`config.mk`:
```
export PLATFORM = sky130hd
export DESIGN_NAME = bp_me_burst_arbiter
export DESIGN_NICKNAME = d
export VERILOG_FILES = /design/src/rtl/bp_me_burst_arbiter_pkg.sv /design/src/rtl/bp_me_burst_arbiter_rr.sv /design/src/rtl/bp_me_burst_arbiter.sv
export SDC_FILE = /design/constraint.sdc
export NUM_CORES = 1
export LEC_CHECK = 0
export BUFFER_PORTS_ARGS = -buffer_cell sky130_fd_sc_hd__buf_2
export CORE_AREA = 2 2 161 163
export DETAILED_ROUTE_END_ITERATION = 7
export DIE_AREA = 0 0 163 165
export GPL_ROUTABILITY_DRIVEN = 0
export SLEW_MARGIN = 20
export SYNTH_ARGS = -nofsm -noshare
export SYNTH_HDL_FRONTEND = slang
export SYNTH_SLANG_ARGS = --single-unit
```
`constraint.sdc`:
```
create_clock -name clk_i -period 2.2 [get_ports clk_i]
set_clock_uncertainty 0.05 [all_clocks]
set_input_delay 0.55 -clock clk_i [delete_from_list [all_inputs] [get_ports clk_i]]
set_output_delay 0.55 -clock clk_i [all_outputs]
set_load 0.01 [all_outputs]
```
`src/rtl/bp_me_burst_arbiter_pkg.sv`:
```
// bp_me_burst_arbiter_pkg: BedRock burst header sizing shared by the burst arbiter files
package bp_me_burst_arbiter_pkg;
  localparam int msg_type_width_gp = 4;
  localparam int subop_width_gp = 4;
  localparam int size_width_gp = 3;
  localparam int paddr_width_gp = 40;
  function automatic int bedrock_header_width(input int paddr_w, input int payload_w);
    return msg_type_width_gp + subop_width_gp + paddr_w + size_width_gp + payload_w;
  endfunction
  function automatic int safe_clog2(input int n);
    return n > 1 ? $clog2(n) : 1;
  endfunction
endpackage

```
`src/rtl/bp_me_burst_arbiter_rr.sv`:
```
// bp_me_burst_arbiter_rr: round-robin grant; priority starts just after the last accepted source
module bp_me_burst_arbiter_rr
  import bp_me_burst_arbiter_pkg::*;
#(
  parameter int num_src_p = 2,
  localparam int id_w = safe_clog2(num_src_p)
) (
  input  logic                 clk_i,
  input  logic                 reset_i,
  input  logic [num_src_p-1:0] reqs_i,
  input  logic                 yumi_i,
  output logic [num_src_p-1:0] grants_o,
  output logic [id_w-1:0]      grant_id_o,
  output logic                 v_o
);
  logic [id_w-1:0] last_q, last_d, idx;
  always_comb begin
    grant_id_o = '0;
    v_o = 1'b0;
    idx = '0;
    // scan lowest priority first so the highest-priority requester wins last
    for (int i = num_src_p; i >= 1; i--) begin
      idx = id_w'((int'(last_q) + i) % num_src_p);
      if (reqs_i[idx]) begin
        grant_id_o = idx;
        v_o = 1'b1;
      end
    end
    grants_o = v_o ? num_src_p'(1) << grant_id_o : '0;
    last_d = yumi_i && v_o ? grant_id_o : last_q;
  end
  always_ff @(posedge clk_i) begin
    if (reset_i) last_q <= id_w'(num_src_p - 1);
    else last_q <= last_d;
  end
endmodule

```
`src/rtl/bp_me_burst_arbiter.sv`:
```
// bp_me_burst_arbiter: merges num_src_p BedRock burst sources; a data message holds the output until its last beat
module bp_me_burst_arbiter
  import bp_me_burst_arbiter_pkg::*;
#(
  parameter int paddr_width_p = paddr_width_gp,
  parameter int data_width_p = 64,
  parameter int payload_width_p = 16,
  parameter int num_src_p = 2,
  localparam int bp_header_width_lp = bedrock_header_width(paddr_width_p, payload_width_p),
  localparam int lg_src_lp = safe_clog2(num_src_p)
) (
  input  logic                                   clk_i,
  input  logic                                   reset_i,
  input  logic [num_src_p*bp_header_width_lp-1:0] in_msg_header_i,
  input  logic [num_src_p-1:0]                   in_msg_header_v_i,
  input  logic [num_src_p-1:0]                   in_msg_has_data_i,
  output logic [num_src_p-1:0]                   in_msg_header_ready_and_o,
  input  logic [num_src_p*data_width_p-1:0]      in_msg_data_i,
  input  logic [num_src_p-1:0]                   in_msg_data_v_i,
  input  logic [num_src_p-1:0]                   in_msg_last_i,
  output logic [num_src_p-1:0]                   in_msg_data_ready_and_o,
  output logic [bp_header_width_lp-1:0]          out_msg_header_o,
  output logic                                   out_msg_header_v_o,
  output logic                                   out_msg_has_data_o,
  input  logic                                   out_msg_header_ready_and_i,
  output logic [data_width_p-1:0]                out_msg_data_o,
  output logic                                   out_msg_data_v_o,
  output logic                                   out_msg_last_o,
  input  logic                                   out_msg_data_ready_and_i
);
  typedef enum logic {e_ready, e_data} bp_me_burst_arb_state_e;
  bp_me_burst_arb_state_e state_q, state_d;
  logic [lg_src_lp-1:0] lock_id_q, lock_id_d, grant_id;
  logic [num_src_p-1:0] grants;
  logic grant_v, ready_st, data_st, header_hs, data_hs;
  bp_me_burst_arbiter_rr #(.num_src_p(num_src_p)) rr (
    .clk_i(clk_i),
    .reset_i(reset_i),
    .reqs_i(in_msg_header_v_i),
    .yumi_i(header_hs),
    .grants_o(grants),
    .grant_id_o(grant_id),
    .v_o(grant_v)
  );
  always_comb begin
    // reset gating keeps every valid and ready low while reset_i is high
    ready_st = state_q == e_ready && !reset_i;
    data_st = state_q == e_data && !reset_i;
    out_msg_header_o = in_msg_header_i[int'(grant_id)*bp_header_width_lp +: bp_header_width_lp];
    out_msg_has_data_o = in_msg_has_data_i[grant_id];
    out_msg_header_v_o = ready_st && grant_v;
    in_msg_header_ready_and_o = ready_st && out_msg_header_ready_and_i ? grants : '0;
    header_hs = out_msg_header_v_o && out_msg_header_ready_and_i;
    out_msg_data_o = in_msg_data_i[int'(lock_id_q)*data_width_p +: data_width_p];
    out_msg_last_o = in_msg_last_i[lock_id_q];
    out_msg_data_v_o = data_st && in_msg_data_v_i[lock_id_q];
    in_msg_data_ready_and_o = data_st && out_msg_data_ready_and_i ? num_src_p'(1) << lock_id_q : '0;
    data_hs = out_msg_data_v_o && out_msg_data_ready_and_i;
    lock_id_d = header_hs && out_msg_has_data_o ? grant_id : lock_id_q;
    state_d = header_hs && out_msg_has_data_o ? e_data
            : data_hs && out_msg_last_o ? e_ready
            : state_q;
  end
  always_ff @(posedge clk_i) begin
    if (reset_i) begin
      state_q <= e_ready;
      lock_id_q <= '0;
    end else begin
      state_q <= state_d;
      lock_id_q <= lock_id_d;
    end
  end
endmodule
```
==> metrics.txt, run 1 <==
clk slew on worst S/H paths=30 ps; 1st-iter DRT viols=70; Worst Hold Class=reg -> reg; endpoint class of the critical path=output pin; Synth warnings=0; Cell Area, Synth=~0.0018 mm2; Vias=3,133; Max Fclk=445.8 MHz; syn avg cell area=10.70 um2; Post-layout nets=860; Detail Placement HPWL=12.66 mm; Power per Cell Area=around 280 mW/mm2; pre-CTS setup slack=-115.3 ps; total of fill cells in the finished design=2,759; Post-Synthesis Cells=171; Initial Utilization=7.311%; status=complete, but fails checks; DRT antenna net count=0; failing checks=negative setup slack; vias in the first global route=around 2,900; total global-route track usage=8.971%; Data required, critical path=1600 ps; DRC Markers=0; number of I/O port buffers=between 400 and 500; Slew headroom=between 70% and 80%; reg2reg end=state_q$_SDFFE_PP0P_; core area=0.02504 mm2; Seq/Total Area, Yosys=3.281%; wire length per cell=16.07 um; layout cells sized above 1=97.26%; reg-to-reg setup timing slack=610 ps; Peak VDD IR=0.1767 mV; Num CTS Buffers=3; Die Height=about 170 um; root buf cell=clkbuf_16; largest net degree at the start of global routing=28; die width=approximately 160 um; number of core rows=58; Synthesized Nets=445; Synth area leaders=mux2_2 82%, buf_4 3.7%, dfxtp_1 3.3%; Vias/cell=3.420; CP Max Fanout=14; worst setup path endpoint=out_msg_header_o[48]; Synth area leader=mux2_2; Tmin final=2243 ps; Setup CP Type=in -> out; final wirelength=14.72 mm; worst r2r src=rr.last_q$_SDFFE_PP1P_; unrepaired setup endpoints after global routing=yes; max-slew violation count=0; Hold Vio Cnt, Final=0; Die ar.=0.02690 mm2; antenna violations before repair=4; grt total ovfl=0; Netlist cell types=21; Worst setup SP type=input port; clock latency on the worst-skew pair=220 ps; P_leak=2.614 nW; Worst Path Arrival=1640 ps; CTS tree=yes; DRT Pass-1 Iters=4; Worst Max-Slew Pin Slew=approximately 330 ps; area growth from synthesis to layout=169.9%; Setup-failing EPs final=44; H-tree Lvls=1; io pins=413; first-pass GRT wire length=16.93 mm; R2R depth=5; Final Core Density=19.74%; # clock sinks=3; Final WS setup=-43.24 ps; Worst Setup SP=in_msg_header_v_i[1]; Synth Register Bits=3; period utilization=102.0%; top-area cell type share of the netlist area=81.82%; Max Cap Violations=0; worst-case clock buffer depth=2
-- metal layers --
metal	global-route usage, %	share of wire [%]
met1	9.218	36
met2	18.10	54
met3	1.281	8.1
met4	3.459	1.3
met5	0	0.088
-- sequential cells by signal, indices dropped and copies added (netlist names) --
signal,flops
lock_id_q,1
rr.last_q,1
state_q,1
-- synth_stat cells --
cell and count:
and2_4 1, a311oi_1 1, dfxtp_1 3, buf_4 9
mux2_2 133, and4b_1 1, or2_2 1, a31oi_1 2
a211o_1 1, o21bai_1 1, a31o_1 1, nor3b_1 2
nor2b_1 2, mux2_4 1, a21boi_2 1, buf_6 3
nor2_1 1, nand2_1 1, nand2b_1 1, buf_2 4
nor3b_2 1
-- cell type report --
class | count | area [um2] | share of cell area [%]
tap | 330 | 412.9 | 8.357
sequential | 3 | 65.06 | 1.317
multi-input combinational | 152 | 1826 | 36.95
timing repair buffer | 426 | 2556 | 51.73
clock buffer | 4 | 78.83 | 1.595
antenna | 1 | 2.502 | 0.05065
-- how the worst min path moves through the flow --
stage / from / endpoint / slack (ps) / cells past startpoint
finish: rr.last_q$_SDFFE_PP1P_ / rr.last_q$_SDFFE_PP1P_ / 500 / 1
global route: rr.last_q$_SDFFE_PP1P_ / rr.last_q$_SDFFE_PP1P_ / 530 / 1
CTS: rr.last_q$_SDFFE_PP1P_ / rr.last_q$_SDFFE_PP1P_ / 510 / 1
detailed placement: rr.last_q$_SDFFE_PP1P_ / rr.last_q$_SDFFE_PP1P_ / 580 / 1
global placement: rr.last_q$_SDFFE_PP1P_ / rr.last_q$_SDFFE_PP1P_ / 570 / 1
floorplan: rr.last_q$_SDFFE_PP1P_ / rr.last_q$_SDFFE_PP1P_ / 410 / 1
-- stage by stage --
step	power, mW	instance area, um2	hold WS (ps)	TNS (ps)	instances
floorplan	0.4295	1831	406.7	0	171
global placement	0.8975	4308	571.9	-2977	907
detailed placement	0.9049	4308	578.2	-3876	907
CTS	1.267	4581	505.0	-1117	913
global route	1.457	4941	525.3	-2889	916
finish	1.374	4941	504.9	-922.6	916
-- critical path, cell delays in order --
cell,delay (ps)
buf_6,70
a21boi_4,170
buf_12,170
buf_16,170
mux2_2,340
buf_2,160
-- what timing repair did --
item,4_1_cts,5_1_grt
buffers inserted,1,0
pin swaps,1,0
gates resized for setup,33,61
setup endpoints to repair,58,68
hold buffers,0,0
cloned,1,2
-- cell families (layout without fill, tap and decap cells) --
group / after synthesis / count (layout) / synth area share (%)
compound gates: 7 / 7 / 3.144
buf+inv: 16 / 430 / 6.630
flops: 3 / 3 / 3.281
mux: 134 / 134 / 82.64
other cells: 0 / 1 / 0
simple gates: 11 / 11 / 4.306
-- cell usage in the layout, fill, tap and decap left out, drive strengths merged --
master	count
buf	424
mux2	134
clkbuf	6
nor3b	3
dfxtp	3
nor2b	2
a31oi	2
diode	1
a21boi	1
nand2b	1
or2	1
nand2	1
nor2	1
and4b	1
and2	1
a31o	1
o21bai	1
a311oi	1
a211o	1
-- where the power goes --
part           internal [mW]  switching (mW)  total [mW]
sequential            0.0573         0.00666      0.0639
clock                  0.239          0.0481       0.287
combinational          0.616           0.407        1.02
total                  0.912           0.462        1.37
No activity file was read; power rests on OpenSTA's default activity.
==> inputs of run 2 (changes only) <==
- SYNTH_HIERARCHICAL: default -> 1
==> run 2 against run 1 <==
Compared with the run above: the flow still finishes with violations (negative setup slack); utilization is 1.9 points higher; hold slack better by 64 ps; largest power group unchanged; die area stayed put; sequential cell count stayed put; non-clock buffer count is 19 higher; combinational power is 13% higher; design area is 9.8% higher.
==> metrics.txt, run 2 <==
Netlist cell types=22; wire length per cell=~16 um; largest net degree at the start of global routing=19; DRT Pass-1 Iters=4; CP Cell Sequence=buf_6, a21boi_4, buf_6, buf_12, buf_12, mux2_4, buf_6; Die ar.=roughly 0.027 mm2; Peak VDD IR=0.1527 mV; 1st-iter DRT viols=41; number of I/O port buffers=412; worst r2r src=rr/last_q$_SDFFE_PP1P_; Worst Path Arrival=1700 ps; DRC Markers=0; number of core rows=between 50 and 60; n_diodes=0; final wirelength=about 15 mm; setup TNS=-4098 ps; clock latency on the worst-skew pair=between 200 and 250 ps; register area=63.81 um2; area of the multi-input gates=0.001917 mm2; Num CTS Buffers=3; FFs w/ async S/R, synth=0%; pre-CTS setup slack=-163.4 ps; clk slew on worst S/H paths=~30 ps; Detail Placement HPWL=12.38 mm; Seq/Total Area, Yosys=under 10%; Synth area leaders=mux2_2 82%, buf_2 3.6%, dfxtp_1 3.3%; endpoint class of the critical path=output pin; Vias/cell=3.534; first-pass GRT wire length=20.11 mm; vias in the first global route=3,347; total global-route track usage=10.33%; Synth Flop Type=dfxtp_1; CP Max Fanout=7; Worst Setup SP=in_msg_header_v_i[1]; P_leak=2.892 nW; most common cell after layout, fill and taps aside=buf_2; unrepaired setup endpoints after global routing=yes; io pins=413; Die Height=between 150 and 200 um; Pwr Total=1.505 mW; # clock sinks=3; antenna violations before repair=1; top-area cell type share of the netlist area=81.93%; grt total ovfl=0; H-tree Lvls=1; Final Core Density=21.67%; DRT antenna net count=0; area growth from synthesis to layout=196.9%; Synthesized Nets=453; Max Cap Violations=0; Placed Area=0.004404 mm2; layout cells sized above 1=95.92%; Cell Area, Synth=roughly 0.0018 mm2; Slew headroom=77.83%; Power per Cell Area=277.4 mW/mm2; status=complete, but fails checks; Vias=about 3,300; Synth Register Bits=3; syn avg cell area=around 10 um2; Worst setup SP type=input port; Worst path slowest cell=mux2_4; die width=163 um; cts hold-fix bufs=0; CP dominant cell by count=buf_6; total of fill cells in the finished design=~2,700; CTS tree=yes; Post-layout nets=887; Setup-failing EPs final=55; Largest regs=lock_id_q: 1 flops, rr/last_q: 1 flops, state_q: 1 flops; root buf cell=clkbuf_16; Setup CP Type=in -> out; Data required, critical path=roughly 1600 ps; Worst Max-Slew Pin Slew=about 330 ps; Hold Vio Cnt, Final=0; max-slew violation count=0; Max Fclk=roughly 430 MHz; core area=0.02504 mm2; Synth warnings=6; Hold Startpoint=rr/last_q$_SDFFE_PP1P_; Synth top cells by count=133 x mux2_2, 13 x buf_2, 4 x and3_1; EDFF count, synth=0; fin area=0.005426 mm2; most frequent cells in the layout=349 x buf_2, 69 x mux2_2, 64 x mux2_4, 64 x buf_6, 17 x buf_4; period utilization=104.6%; Worst path max stage delay=roughly 320 ps; worst-case clock buffer depth=2; failing checks=negative setup slack; Post-Synthesis Cells=approximately 180; Initial Utilization=7.301%; Tmin final=2300 ps; Synth area leader=mux2_2; most common cell in the netlist=mux2_2; Worst Hold Class=reg -> reg; Final WS setup=-100.3 ps
run 2: layout make-up:
| class | count | share of cell area, % |
|---|---|---|
| Inverter | 3 | 0.2075 |
| Multi-Input combinational cell | 157 | 35.32 |
| Timing Repair Buffer | 445 | 54.23 |
| Tap cell | 330 | 7.609 |
| Clock buffer | 4 | 1.453 |
| Sequential cell | 3 | 1.176 |
run 2: where the power goes:
group | internal (mW) | total (mW) | switching [mW]
registers | 0.0574 | 0.0647 | 0.00722
clock network | 0.239 | 0.290 | 0.0505
logic | 0.709 | 1.15 | 0.442
run 2: cells by family (layout without fill, tap and decap cells):
group	after synthesis	after routing	share of synthesized area [%]
compound gates	8	8	3.148
buf+inv	19	452	5.612
flops	3	3	3.286
mux	134	134	82.48
simple gates	15	15	5.476
run 2: worst paths after layout:
kind              depth (start not counted)                     end  slack (ps)
setup / recovery                          7    out_msg_header_o[51]        -100
hold / removal                            2  rr/last_q$_SDFFE_PP1P_         570
setup reg to reg                          9    state_q$_SDFFE_PP0P_         320
hold reg to reg                           2  rr/last_q$_SDFFE_PP1P_         570
run 2: what timing repair did:
| action | 4_1_cts | 5_1_grt |
|---|---|---|
| setup endpoints to repair | 58 | 116 |
| pin swaps | 1 | 0 |
| cloned | 7 | 0 |
| setup buffers | 9 | 0 |
| resized for setup | 150 | 9 |
run 2: through the flow:
stage / instances / hold slack (ps)
CTS: 943 / 574.5
floorplan: 179 / 462.3
global placement: 924 / 553.0
finish: 942 / 569.4
global route: 942 / 615.4
detailed placement: 924 / 568.6
run 2: metal layers:
| layer | wire [um] | track usage, % |
|---|---|---|
| met1 | 5250 | 10.43 |
| met2 | 8897 | 22.05 |
| met3 | 1253 | 1.959 |
| met4 | 37 | 1.207 |
| met5 | 16 | 0 |
run 2: worst max-delay path: cells and delay by family:
kind / cells / cell delay [ps]
buffers and inverters: 5 / 610
muxes: 1 / 320
AOI/OAI and AO/OA: 1 / 200
